==> config.mk <==
export PLATFORM = sky130hd
export DESIGN_NAME = rmux_bus_capture
export DESIGN_NICKNAME = d
export VERILOG_FILES = /design/src/rtl/rmux_bus_capture.sv
export SDC_FILE = /design/constraint.sdc
export NUM_CORES = 1
export LEC_CHECK = 0
export ABC_AREA = 1
export CAP_MARGIN = 20
export CELL_PAD_IN_SITES_DETAIL_PLACEMENT = 1
export CELL_PAD_IN_SITES_GLOBAL_PLACEMENT = 2
export CORE_UTILIZATION = 34
export CTS_CLUSTER_DIAMETER = 30
export DETAILED_ROUTE_END_ITERATION = 16
export HOLD_SLACK_MARGIN = 0.08
export MAX_ROUTING_LAYER = met4
export PLACE_DENSITY_LB_ADDON = 0.1
export SETUP_SLACK_MARGIN = 0.02
export SKIP_LAST_GASP = 1
export SLEW_MARGIN = 30
export SYNTH_ARGS = -nofsm -noshare
export SYNTH_HDL_FRONTEND = slang
export SYNTH_SLANG_ARGS = --single-unit
==> constraint.sdc <==
create_clock -name sysclk -period 3.3 [get_ports sysclk]
set_input_delay 0.495 -clock sysclk [delete_from_list [all_inputs] [get_ports sysclk]]
set_output_delay 0.495 -clock sysclk [all_outputs]
set_load 0.005 [all_outputs]
==> src/rtl/rmux_bus_capture.sv <==
// rmux_bus_capture: receive-side capture for the inverted, phase-multiplexed
// RMUX address/data bus. Pairs each address phase with the following data
// phase, buffers completed transactions in a 2-entry FIFO and flags and
// counts protocol errors.
module rmux_bus_capture #(
    parameter int unsigned WIDTH = 16
) (
    input  logic             sysclk,
    input  logic             sys_rst_n,
    input  logic [WIDTH-1:0] bus_n,
    input  logic             ra_i,
    input  logic             rd_i,
    output logic             out_valid,
    input  logic             out_ready,
    output logic [WIDTH-1:0] addr_o,
    output logic [WIDTH-1:0] data_o,
    output logic             err_o,
    output logic [7:0]       err_cnt
);

    typedef enum logic [0:0] {StIdle, StAddr} capState_e;

    capState_e        stateQ, stateD;
    logic [WIDTH-1:0] busTrue;
    logic             raOnly, rdOnly, bothStrobe;
    logic             loadAddr, pushReq, push, pop, fifoFull, errDet;
    logic [WIDTH-1:0] addrHold;
    logic [WIDTH-1:0] addrMem [2];
    logic [WIDTH-1:0] dataMem [2];
    logic             wrPtr, rdPtr;
    logic [1:0]       count;

    // Bus is driven active-low by the AND-NOR stages.
    assign busTrue    = ~bus_n;
    assign raOnly     = ra_i & ~rd_i;
    assign rdOnly     = rd_i & ~ra_i;
    assign bothStrobe = ra_i & rd_i;
    assign fifoFull   = (count == 2'd2);

    // Capture FSM state register.
    always_ff @(posedge sysclk or negedge sys_rst_n) begin
        if (!sys_rst_n) begin
            stateQ <= StIdle;
        end else begin
            stateQ <= stateD;
        end
    end

    // Capture FSM next-state; contention always returns to idle.
    always_comb begin
        stateD = stateQ;
        if (bothStrobe) begin
            stateD = StIdle;
        end else begin
            case (stateQ)
                StIdle:  if (raOnly) stateD = StAddr;
                StAddr:  if (rdOnly) stateD = StIdle;
                default: stateD = StIdle;
            endcase
        end
    end

    // Capture FSM outputs: address load, FIFO push and error detection.
    always_comb begin
        loadAddr = raOnly;
        pushReq  = (stateQ == StAddr) && rdOnly;
        pop      = out_valid & out_ready;
        // A same-cycle pop frees a slot for the incoming word.
        push     = pushReq & (~fifoFull | pop);
        errDet   = bothStrobe | ((stateQ == StIdle) && rdOnly) | (pushReq & ~push);
    end

    // Held address; re-addressing simply overwrites it.
    always_ff @(posedge sysclk or negedge sys_rst_n) begin
        if (!sys_rst_n) begin
            addrHold <= '0;
        end else if (loadAddr) begin
            addrHold <= busTrue;
        end
    end

    // Two-entry transaction FIFO.
    always_ff @(posedge sysclk or negedge sys_rst_n) begin
        if (!sys_rst_n) begin
            for (int i = 0; i < 2; i++) begin
                addrMem[i] <= '0;
                dataMem[i] <= '0;
            end
            wrPtr <= 1'b0;
            rdPtr <= 1'b0;
            count <= 2'd0;
        end else begin
            if (push) begin
                addrMem[wrPtr] <= addrHold;
                dataMem[wrPtr] <= busTrue;
                wrPtr          <= ~wrPtr;
            end
            if (pop) begin
                rdPtr <= ~rdPtr;
            end
            unique case ({push, pop})
                2'b10:   count <= count + 2'd1;
                2'b01:   count <= count - 2'd1;
                default: count <= count;
            endcase
        end
    end

    // Error pulse and saturating error counter.
    always_ff @(posedge sysclk or negedge sys_rst_n) begin
        if (!sys_rst_n) begin
            err_o   <= 1'b0;
            err_cnt <= 8'd0;
        end else begin
            err_o <= errDet;
            if (errDet && (err_cnt != 8'hFF)) begin
                err_cnt <= err_cnt + 8'd1;
            end
        end
    end

    // Head presentation; forced to zero when empty so stale slots never leak.
    always_comb begin
        out_valid = (count != 2'd0);
        addr_o    = out_valid ? addrMem[rdPtr] : '0;
        data_o    = out_valid ? dataMem[rdPtr] : '0;
    end

endmodule

==> run summary, run 1 <==
After global routing the overflow that remains totals 0. The worst setup path is launched from a flip-flop. During I/O placement, the number of pins put on the boundary was 63. Summing the areas of all fa, ha and maj instances in the mapped netlist gives 0.296% of the synthesized area.

The filler cells instantiated in the layout total 1436. After synthesis, the most frequently instantiated cells are 161 x sky130_fd_sc_hd__nand2_1, 94 x sky130_fd_sc_hd__dfrtp_1, 65 x sky130_fd_sc_hd__o21ai_0, 63 x sky130_fd_sc_hd__inv_1, 33 x sky130_fd_sc_hd__a21oi_1. The sum of routed wire length over all layers is 10800 um. The height of the chip is 113 um. The area after detailed placement came out at 4980 um2. The clock-pin slew of the registers on the worst-case setup and hold paths came out at 60 ps. The number of buffers inserted during clock tree synthesis came out at 9.

The max-cap violation count is 0. The setup total negative slack came out at 0 ps. The arrival time at the worst endpoint is 2170 ps. The die covers 12900 um2.

For this run, the number of Yosys warnings is 0. The area overhead of the layout relative to synthesis is 24.7%. The last weighted congestion value of the routability-driven placer is 0.738. The wire length on met3 is 269 um. Once the clock tree was built, the resizer swapped 0 gates to a different size. The core box area is 12100 um2. The share of total power dissipated in the clock network is 20.9%.

Of the total power, registers draw 40.1%. The number of diodes came out at 0. The number of enable flip-flop cells after synthesis is 0. The synthesized design spends more area on one cell type than any other, namely sky130_fd_sc_hd__dfrtp_1.

The HPWL after detailed placement came out at 7280 um. The flow ran to the end, and the final reports show no timing, DRC or antenna violations. CTS placed an instance of sky130_fd_sc_hd__clkbuf_16 at the clock tree root.

The wire length of the first global-routing pass is 18000 um. The required time of the critical path is 2800 ps. The number of post-CTS setup repair buffers came out at 0. The synthesized cell area came out at 4220 um2. The transition time at the pin with the least slew margin is 775 ps. The share of the clock period used by the worst path after layout is 80.8%. The clock reaches the later pin of the worst-skew pair after 340 ps. The hold-fix buffer count after cts is 0. The number of sinks handled by clock tree synthesis is 94. In the synthesized netlist, the number of instances is 506. The remaining routing DRC violations is 0. The routed length per placed instance came out at 14.8 um. The pin count of the biggest net entering global routing came out at 81. The post-synthesis share of cell area spent on xor and xnor gates came out at 0.829%.

The count of nets left with antenna violations after detail routing is 0. The overall fraction of global-route tracks in use came out at 18.7%. The mean number of vias per cell is 4.71. Setup repair after global routing left no endpoint under its margin. In the post-synthesis netlist, the biggest area contributors are sky130_fd_sc_hd__dfrtp_1 56%, sky130_fd_sc_hd__nand2_1 14%, sky130_fd_sc_hd__o21ai_0 7.7%.

The register bit count reported by yosys came out at 94. The share of synthesized registers carrying an async set or reset is 100%. The multiplexer share of the synthesized area is 0%. Buffers placed on the I/O ports in this run total 62.

The net switching power figure came out at 1.64 mW. The total nets after synthesis came out at 528. Cells with a size suffix above 1 make up 6.02% of the layout.

The worst-case vdd ir drop came out at 0.000406 V. In this run, the number of DRC markers left after iteration 0 of detailed routing was 158. The initial utilization of the core area, before any placement, comes to 35.0%. The sequential share of the synthesized area came out at 55.7%.

The total leakage power is 2.54 nW. The worst-case setup margin in the final layout is 635 ps. The share of the synthesized area in the top cell type is 55.7%. The internal power of the cells is 3.12 mW. The path type of the worst setup path is flip-flop to output port. The number of optimization iterations in the first detailed-route pass is 4.

The overall via count from detail_route came out at 3455. The maximum operating frequency came out at 0.375 GHz. At the placement stage, the worst setup path has a slack of 988 ps. At the end of the flow the core is filled with cells to 43.7%. The proportion of total power due to net switching is 34.5%.

A synthesized cell averages 8.35 um2. The total count of max-transition violations in the final report is 0. The depth of the CTS H-tree is 3. After routing the design area is 5270 um2. Summing the areas of all compound-gate instances in the mapped netlist gives 15.4% of the synthesized area. The post-synthesis cell type count came out at 24. The most used flip-flop cell after synthesis is sky130_fd_sc_hd__dfrtp_1. The synthesized netlist devotes 18.2% of its cell area to simple gates. The logic gate share of total power came out at 39.0%. The final count of hold timing violations came out at 0. The areal power density over the cells came out at 903 nW/um2.

STA classifies the critical path endpoint as an output port. The tightest min-delay check is of the input port to async pin type. sky130_fd_sc_hd__nand2_1 is the most common cell in the netlist. The detailed router used layers up to and including met4. The clock period minus worst slack is 2670 ps.

The routed length on met1 came out at 5570 um. The final clock skew came out at 5.23 ps. In this run the core area contains 40 standard-cell rows.

The number of nets in the layout is 582. The largest fanout of any net on the critical path came out at 33. The die width is 113 um. The maximum number of buffers from clock root to sink came out at 2. The routed length on met2 is 4840 um.

The TritonCTS clock tree is done. Setup violations remaining at the end of the flow were counted as 0. The worst slew slack as a fraction of its limit came out at 48.3%. The via count of the first global-routing pass came out at 3434.

By area, the combinational part of the netlist is dominated by simple AND/OR/NAND/NOR gates. The number of antenna violations at the first check in global routing came out at 0.
path summary, 6_finish.rpt:
kind,start,end,slack (ps),depth (start not counted)
max in group asynchronous,sys_rst_n,addrHold[8],2450,2
worst min register to register,addrMem[31],addrMem[31],480,2
worst max-delay path,count[0],data_o[3],630,6
worst min-delay path,sys_rst_n,count[0],180,1
worst max register to register,count[0],dataMem[11],1670,7
min in group sysclk,addrMem[31],addrMem[31],480,2
logic make-up (layout without fill, tap and decap cells):
family                     Yosys count  after routing
DFF                                 94             94
buffers and inverters               92            151
and+or+nand+nor                    185            185
AOI/OAI and AO/OA                  130            130
adders and majority gates            1              1
xor gates and xnor gates             4              4
registers in the layout, summed over array words and instances, names as in the netlist:
| name | count |
|---|---|
| addrMem | 32 |
| err_o | 1 |
| count | 2 |
| err_cnt | 8 |
| rdPtr | 1 |
| wrPtr | 1 |
| stateQ | 1 |
| dataMem | 32 |
| addrHold | 16 |
worst max-delay path, stage by stage, from the launching register on:
cell and delay [ps]:
sky130_fd_sc_hd__dfrtp_1 440, sky130_fd_sc_hd__nor2_1 90, sky130_fd_sc_hd__inv_1 60, sky130_fd_sc_hd__buf_4 320, sky130_fd_sc_hd__o21ai_0 160, sky130_fd_sc_hd__a21oi_1 200
sky130_fd_sc_hd__clkdlybuf4s50_1 560
routing by layer:
| layer | vias to the layer above | global-route usage [%] |
|---|---|---|
| met5 | - | - |
| met4 | 0 | 6.93 |
| met3 | 14 | 2.82 |
| met2 | 66 | 27.0 |
| met1 | 1675 | 26.5 |
| li1 | 1700 | - |
stage by stage:
stage	hold WS [ps]	power (mW)	instances
after global routing	265	5.14	733
after detailed placement	461	3.80	717
final	176	4.76	733
after floorplan	199	2.79	506
after global placement	457	3.76	717
after CTS	240	4.83	733
cell type report:
| cell class | instances | area [um2] | area share, % |
|---|---|---|---|
| Clock buffer | 11 | 253 | 4.80 |
| Clock inverter | 5 | 33.8 | 0.641 |
| Inverter | 66 | 249 | 4.73 |
| Multi-Input combinational cell | 320 | 1470 | 27.9 |
| Sequential cell | 94 | 2350 | 44.7 |
| Tap cell | 168 | 210 | 3.99 |
| Timing Repair Buffer | 69 | 699 | 13.3 |
power by group through the flow:
stage / Sequential, mW / Clock, mW / Combinational (mW)
floorplan: 1.81 / 0 / 0.979
global placement: 1.91 / 0 / 1.84
detailed placement: 1.93 / 0 / 1.87
CTS: 1.91 / 1.03 / 1.89
global route: 1.97 / 1.08 / 2.09
finish: 1.91 / 0.996 / 1.85
placed cells by master, fill, tap and decap left out, types with 4 or more instances in the layout:
master	count
sky130_fd_sc_hd__clkbuf_16	9
sky130_fd_sc_hd__nand2_1	161
sky130_fd_sc_hd__nand3_1	6
sky130_fd_sc_hd__nor2_1	8
sky130_fd_sc_hd__o21ai_0	65
sky130_fd_sc_hd__clkdlybuf4s50_1	61
sky130_fd_sc_hd__dfrtp_1	93
sky130_fd_sc_hd__buf_4	5
sky130_fd_sc_hd__inv_1	63
sky130_fd_sc_hd__xor2_1	4
sky130_fd_sc_hd__a21oi_1	33
sky130_fd_sc_hd__o21ai_1	31
Note: power is estimated with default switching activity, not from simulation.
==> run 2: changes to the inputs <==
CORE_UTILIZATION = 29   (was 34)
clock period = 2.4 ns   (was 3.3 ns; I/O delays follow)
==> run summary, run 2 (same netlist as run 1, synthesis figures left out) <==
The arrival time at the worst endpoint is 1930 ps (was 2170 ps). The area after detailed placement is 5030 um2 (was 4980 um2). The remaining routing DRC violations is 0 (unchanged). Biggest registers after layout: addrMem: 32 flops, dataMem: 32 flops, addrHold: 16 flops (unchanged). The most common cell after layout, fill and taps aside is sky130_fd_sc_hd__nand2_1 (unchanged).

The number of cells in the design after placement came out at 731 (was 717). The maximum operating frequency came out at 0.437 GHz. The pin count of the biggest net entering global routing came out at 66 (was 81).

The overall via count from detail_route is 3470 (was 3455). The kind of capture point of the worst setup path is an output port (unchanged). The via count of the first global-routing pass is 3570 (was 3434). The final cell count without fillers came out at 753 (was 733).

The number of antenna violations at the first check in global routing was 0 (unchanged). Most frequent cells in the layout: 161 x sky130_fd_sc_hd__nand2_1, 92 x sky130_fd_sc_hd__dfrtp_1, 65 x sky130_fd_sc_hd__o21ai_0, 62 x sky130_fd_sc_hd__inv_1, 54 x sky130_fd_sc_hd__clkdlybuf4s50_1 (was 161 x sky130_fd_sc_hd__nand2_1, 93 x sky130_fd_sc_hd__dfrtp_1, 65 x sky130_fd_sc_hd__o21ai_0, 63 x sky130_fd_sc_hd__inv_1, 61 x sky130_fd_sc_hd__clkdlybuf4s50_1). The ratio of cells with drive above 1 in the final layout came out at 6.81% (was 6.02%). The area enclosed by the die boundary came out at 15100 um2 (was 12900 um2). The clock-pin slew of the registers on the worst-case setup and hold paths came out at 60 ps (about the same). The violation count after the first detailed-route iteration is 147 (was 158). The critical path startpoint is count[0] (unchanged).

The worst-case vdd ir drop is 0.000401 V (was 0.000406 V). The sum of routed wire length over all layers came to 11500 um (was 10800 um). The worst slew slack as a fraction of its limit came out at 56.9% (was 48.3%). The mean number of vias per cell came out at 4.61 (was 4.71). The depth of the CTS H-tree came out at 3 (unchanged). The startpoint type of the worst setup path is a flip-flop (unchanged). The height of the chip is 123 um (was 113 um). The total power draw came to 6.72 mW (was 4.76 mW). The number of optimization iterations in the first detailed-route pass came out at 4 (unchanged). The routed length per placed instance came out at 15.3 um (was 14.8 um).

The TritonCTS clock tree is done (unchanged). RSZ-0062 raised after global routing: no (unchanged). Status: completed (unchanged). The required time of the critical path is 2040 ps (was 2800 ps). The clock network latency to the later pin of the worst-skew pair came out at 340 ps (about the same). The die width came out at 123 um (was 113 um). The count of nets left with antenna violations after detail routing is 0 (unchanged). The areal power density over the cells came out at 1240 nW/um2 (was 903 nW/um2). The last weighted congestion value of the routability-driven placer came to 0.772 (was 0.738). The number of sinks handled by clock tree synthesis is 94 (unchanged). The number of nets in the layout is 590 (was 582). The starting density of the core was 30.1% (was 35.0%). The setup total negative slack is 0 ps (unchanged). The number of ports placed on the die boundary is 63 (unchanged). The path type of the worst setup path is flip-flop to output port (unchanged). The final hold slack is 477 ps (was 176 ps). The number of port buffers came out at 62 (unchanged). The master cell of the clock root buffer was sky130_fd_sc_hd__clkbuf_16 (unchanged). The class of the tightest hold or removal check is flip-flop to flip-flop (was input port to async pin). The total global routing overflow is 0 (unchanged).

The clock period minus worst slack is 2290 ps. The number of failing setup endpoints in the final timing report is 0 (unchanged). The area overhead of the layout relative to synthesis came out at 27.9% (was 24.7%).

The final non-filler cell area is 5400 um2 (was 5270 um2). The number of buffers inserted during clock tree synthesis came out at 9 (unchanged). The core box area came to 14000 um2 (was 12100 um2). The final count of hold timing violations is 0 (unchanged). The total count of max-transition violations in the final report is 0 (unchanged).

The transition time at the pin with the least slew margin was 646 ps (was 775 ps). The number of diodes was 0 (unchanged). The wire length of the first global-routing pass came to 19000 um (was 18000 um). The final clock skew was 6.06 ps (was 5.23 ps).

The share of the clock period used by the worst path after layout came out at 95.3%. The maximum number of buffers from clock root to sink is 2 (unchanged). The HPWL after detailed placement is 7510 um (was 7280 um). The placement row count came out at 43 (was 40).

The launch point of the worst reg-to-reg path is err_cnt[0] (was count[0]). The worst hold path begins at addrMem[18]. The max-cap violation count came out at 0 (unchanged). The overall fraction of global-route tracks in use is 17.2% (was 18.7%). The total leakage power is 2.68 nW (was 2.54 nW). The largest fanout of any net on the critical path is 16 (was 33).
==> run 2: cell types whose count changed in the layout (fill, tap and decap cells not counted), sizes merged <==
| cell | before | now |
|---|---|---|
| buf | 8 | 14 |
| bufinv | 0 | 1 |
| clkbuf | 11 | 14 |
| clkdlybuf4s50 | 61 | 54 |
| clkinv | 4 | 1 |
| dlygate4sd3 | 0 | 1 |
| dlymetal6s2s | 0 | 7 |
==> run 2: worst paths after layout <==
kind / end / slack [ps] / depth (start not counted)
setup / recovery: data_o[3] / 110 / 6
hold / removal: addrMem[18] / 480 / 2
setup reg to reg: err_cnt[3] / 820 / 7
hold reg to reg: addrMem[18] / 480 / 2
max in group asynchronous: count[0] / 1160 / 3
min in group asynchronous: rdPtr / 590 / 2
==> run 2: worst max-delay path, cell delays in order, from the launching register on <==
cell and delay, ps:
sky130_fd_sc_hd__dfrtp_2 400, sky130_fd_sc_hd__nor2_1 80, sky130_fd_sc_hd__inv_2 110, sky130_fd_sc_hd__clkbuf_16 200, sky130_fd_sc_hd__o21ai_0 90, sky130_fd_sc_hd__a21oi_1 180
sky130_fd_sc_hd__clkdlybuf4s50_1 530
==> run 2: cell type report <==
cell class,instances,area [um2]
fill,1671,8640
clock buffer,13,240
inverter,66,249
clock inverter,3,45.0
sequential,94,2350
timing repair buffer,77,818
multi-input combinational,320,1470
tap,180,225
==> run 2: per-stage QoR <==
stage / worst slack (ps) / util, %
final: 113 / 38.5
after global routing: 20.1 / 38.5
after CTS: 22.7 / 38.0
after detailed placement: 351 / 35.8
after global placement: 346 / 35.8
after floorplan: 1000 / -
==> run 2: timing repair <==
| action | 4_1_cts | 5_1_grt |
|---|---|---|
| resized for setup | 1 | 8 |
| cloned | 0 | 1 |
| endpoints found under the setup margin | 9 | 21 |
| setup buffers | 1 | 3 |
| hold buffers | 1 | 0 |
| hold endpoints to repair | 45 | 0 |
==> run 2: power breakdown <==
group          switching (mW)  leakage, nW  internal, mW
registers               0.329         1.17          2.23
clock network           0.607        0.130         0.810
logic                    1.36         1.38          1.38
==> run 2: metal layers <==
layer  GRT usage (%)  vias to the layer above  part of all wire (%)
li1                -                     1712                     -
met1            24.4                     1706                    52
met2            24.5                       45                    44
met3            3.30                        7                   2.7
met4            5.72                        0                   1.2
met5               -                        -                     0
==> run 3: changes to the inputs <==
CORE_UTILIZATION = 34   (was 29)
DONT_BUFFER_PORTS = 1   (was not set)
SLEW_MARGIN = 20   (was 30)
==> run summary, run 3 (same netlist as run 1, synthesis figures left out) <==
The number of optimization iterations in the first detailed-route pass came out at 4 (unchanged). The maximum operating frequency came out at 0.475 GHz (was 0.437 GHz). The number of antenna violations at the first check in global routing came out at 0 (unchanged). The number of post-CTS setup repair buffers is 0 (was 1). The wire length of the first global-routing pass is 17900 um (was 19000 um). The area occupied by multi-input gates came out at 1470 um2 (unchanged).

The number of buffers inserted during clock tree synthesis is 9 (unchanged). The buffer and inverter count on the worst path came out at 2 (was 3). The number of diodes came out at 0 (unchanged). The share of total power in sequential cells came out at 45.2% (was 38.1%). The startpoint type of the worst setup path is a flip-flop (unchanged). The area taken by flip-flops and latches came to 2350 um2 (about the same). The number of sinks handled by clock tree synthesis came out at 94 (unchanged). The family with the most delay on the worst path is flip-flops (was buffers and inverters).

The logic gate share of total power is 28.2% (was 40.8%). The routed length per placed instance is 16.0 um (was 15.3 um). The arrival time at the worst endpoint is 1750 ps (was 1930 ps). The post-cts sizing count is 0 (was 1). The master cell of the clock root buffer is sky130_fd_sc_hd__clkbuf_16 (unchanged). The worst slew slack as a fraction of its limit is 35.0% (was 56.9%). The net switching power figure came out at 2.08 mW (was 2.30 mW). The count of nets left with antenna violations after detail routing came to 0 (unchanged). The last weighted congestion value of the routability-driven placer is 0.696 (was 0.772). The final count of hold timing violations is 94 (was 0).

The setup total negative slack was 0 ps (unchanged). The areal power density over the cells came out at 1250 nW/um2 (was 1240 nW/um2). The HPWL after detailed placement is 7000 um (was 7510 um). The checks that failed: negative hold slack. The via count of the first global-routing pass came out at 3254 (was 3570). The class of the tightest hold or removal check was input port to async pin (was flip-flop to flip-flop). The transition time at the pin with the least slew margin was 974 ps (was 646 ps). The TritonCTS clock tree is done (unchanged). The overall via count from detail_route is 3180 (was 3470). The highest cell delay on the worst timing path is 460 ps (was 530 ps). The number of ports placed on the die boundary came out at 63 (unchanged). The height of the chip came out at 113 um (was 123 um). The area overhead of the layout relative to synthesis is 10.6% (was 27.9%).

Biggest registers after layout: addrMem: 32 flops, dataMem: 32 flops, addrHold: 16 flops (unchanged). Most frequent cells in the layout: 161 x sky130_fd_sc_hd__nand2_1, 93 x sky130_fd_sc_hd__dfrtp_1, 65 x sky130_fd_sc_hd__o21ai_0, 63 x sky130_fd_sc_hd__inv_1, 33 x sky130_fd_sc_hd__a21oi_1 (was 161 x sky130_fd_sc_hd__nand2_1, 92 x sky130_fd_sc_hd__dfrtp_1, 65 x sky130_fd_sc_hd__o21ai_0, 62 x sky130_fd_sc_hd__inv_1, 54 x sky130_fd_sc_hd__clkdlybuf4s50_1). The placement row count was 40 (was 43). The clock network latency to the later pin of the worst-skew pair came to 340 ps (about the same). The clock-pin slew of the registers on the worst-case setup and hold paths came out at 60 ps (about the same). The internal power of the cells came out at 3.75 mW (was 4.42 mW). The number of nets in the layout was 518 (was 590). The proportion of total power due to net switching is 35.7% (was 34.2%). The total count of max-transition violations in the final report is 0 (unchanged). The total of fill cells in the finished design came to 1439 (was 1671). RSZ-0062 raised after global routing: no (unchanged). The final non-filler cell area came out at 4670 um2 (was 5400 um2). The core box area came out at 12100 um2 (was 14000 um2). The total global routing overflow is 0 (unchanged).

The share of the clock period used by the worst path after layout is 87.8% (was 95.3%). Status: finished, violations left (was completed). The overall fraction of global-route tracks in use came to 18.8% (was 17.2%).

The final clock skew came out at 7.72 ps (was 6.06 ps). The sum of routed wire length over all layers came out at 10700 um (was 11500 um). The hold-fix buffer count after cts came out at 1 (unchanged). The number of failing setup endpoints in the final timing report was 0 (unchanged). The required time of the critical path came out at 2040 ps (about the same).

The most common cell after layout, fill and taps aside is sky130_fd_sc_hd__nand2_1 (unchanged). The total leakage power is 2.31 nW (was 2.68 nW). The ratio of cells with drive above 1 in the final layout came out at 5.59% (was 6.81%). The largest fanout of any net on the critical path came to 33 (was 16). The path type of the worst setup path is flip-flop to output port (unchanged).

The pin count of the biggest net entering global routing came out at 95 (was 66). The mean number of vias per cell came out at 4.75 (was 4.61). The worst-case vdd ir drop came out at 0.000387 V (was 0.000401 V).

The die width is 113 um (was 123 um). The final hold slack came to -284 ps (was 477 ps). The clock period minus worst slack is 2110 ps (was 2290 ps).

The depth of the CTS H-tree is 3 (unchanged). The number of port buffers is 0 (was 62). Ordered cell list for the critical path: nor2_1, inv_1, buf_4, o21ai_0, a21oi_1 (was nor2_1, inv_2, clkbuf_16, o21ai_0, a21oi_1, clkdlybuf4s50_1). The kind of capture point of the worst setup path is an output port (unchanged). The slowest cell on the critical path is sky130_fd_sc_hd__dfrtp_1 (was sky130_fd_sc_hd__clkdlybuf4s50_1). The area enclosed by the die boundary is 12900 um2 (was 15100 um2). The share of total power in the clock network is 26.7% (was 21.1%). The max-cap violation count is 0 (unchanged).

The violation count after the first detailed-route iteration is 113 (was 147). The maximum number of buffers from clock root to sink came to 2 (unchanged). The starting density of the core came out at 35.0% (was 30.1%).

The remaining routing DRC violations is 0 (unchanged). The area after detailed placement is 4340 um2 (was 5030 um2).
## run 3: final timing paths
path                             start      endpoint  slack (ps)  depth (start not counted)
max                           count[0]    addr_o[14]         290                          5
min                          sys_rst_n      count[0]        -280                          0
max reg2reg                   count[0]   addrMem[13]         770                          7
min reg2reg                addrMem[28]   addrMem[28]         480                          2
max in group asynchronous    sys_rst_n         rdPtr        2490                          0
min in group sysclk          bus_n[13]  addrHold[13]         110                          1
## run 3: power groups by stage
stage	Combinational, mW	Sequential [mW]	Clock [mW]
3_3_place_gp	1.61	2.64	0
5_1_grt	1.93	2.72	1.66
6_report	1.64	2.63	1.56
3_5_place_dp	1.67	2.67	0
2_1_floorplan	1.35	2.49	0
4_1_cts	1.68	2.64	1.61
## run 3: metrics by stage
step / total power, mW / utilization [%] / setup WS, ps / hold slack [ps] / std cells
finish: 5.83 / 38.7 / 293 / -284 / 669
global route: 6.32 / 38.7 / 108 / -305 / 669
CTS: 5.93 / 38.7 / 267 / -305 / 669
detailed placement: 4.34 / 36.0 / 642 / 67.6 / 652
global placement: 4.26 / 36.0 / 696 / 67.4 / 652
floorplan: 3.83 / - / 1000 / 64.4 / 506
## run 3: worst register-to-register path, delay by kind of cell (launching register included)
family	cells	cell delay, ps
DFF	1	460
buffers and inverters	2	360
and+or+nand+nor	4	660
AOI/OAI and AO/OA	1	80
## run 3: routing by layer
layer | GRT usage, % | share of wire (%) | up-vias
met5 | - | 0 | -
met4 | 6.58 | 1.3 | 0
met3 | 4.30 | 4.8 | 10
met2 | 26.9 | 43 | 59
met1 | 26.1 | 51 | 1540
li1 | - | - | 1571
## run 3: cell type report
cell class	instances	share of cell area [%]
well taps	168	4.50
clock inverters	5	1.77
flip-flops and latches	94	50.4
repair buffers	5	1.39
multi-input cells	320	31.4
inverters	66	5.33
clock buffers	11	5.20
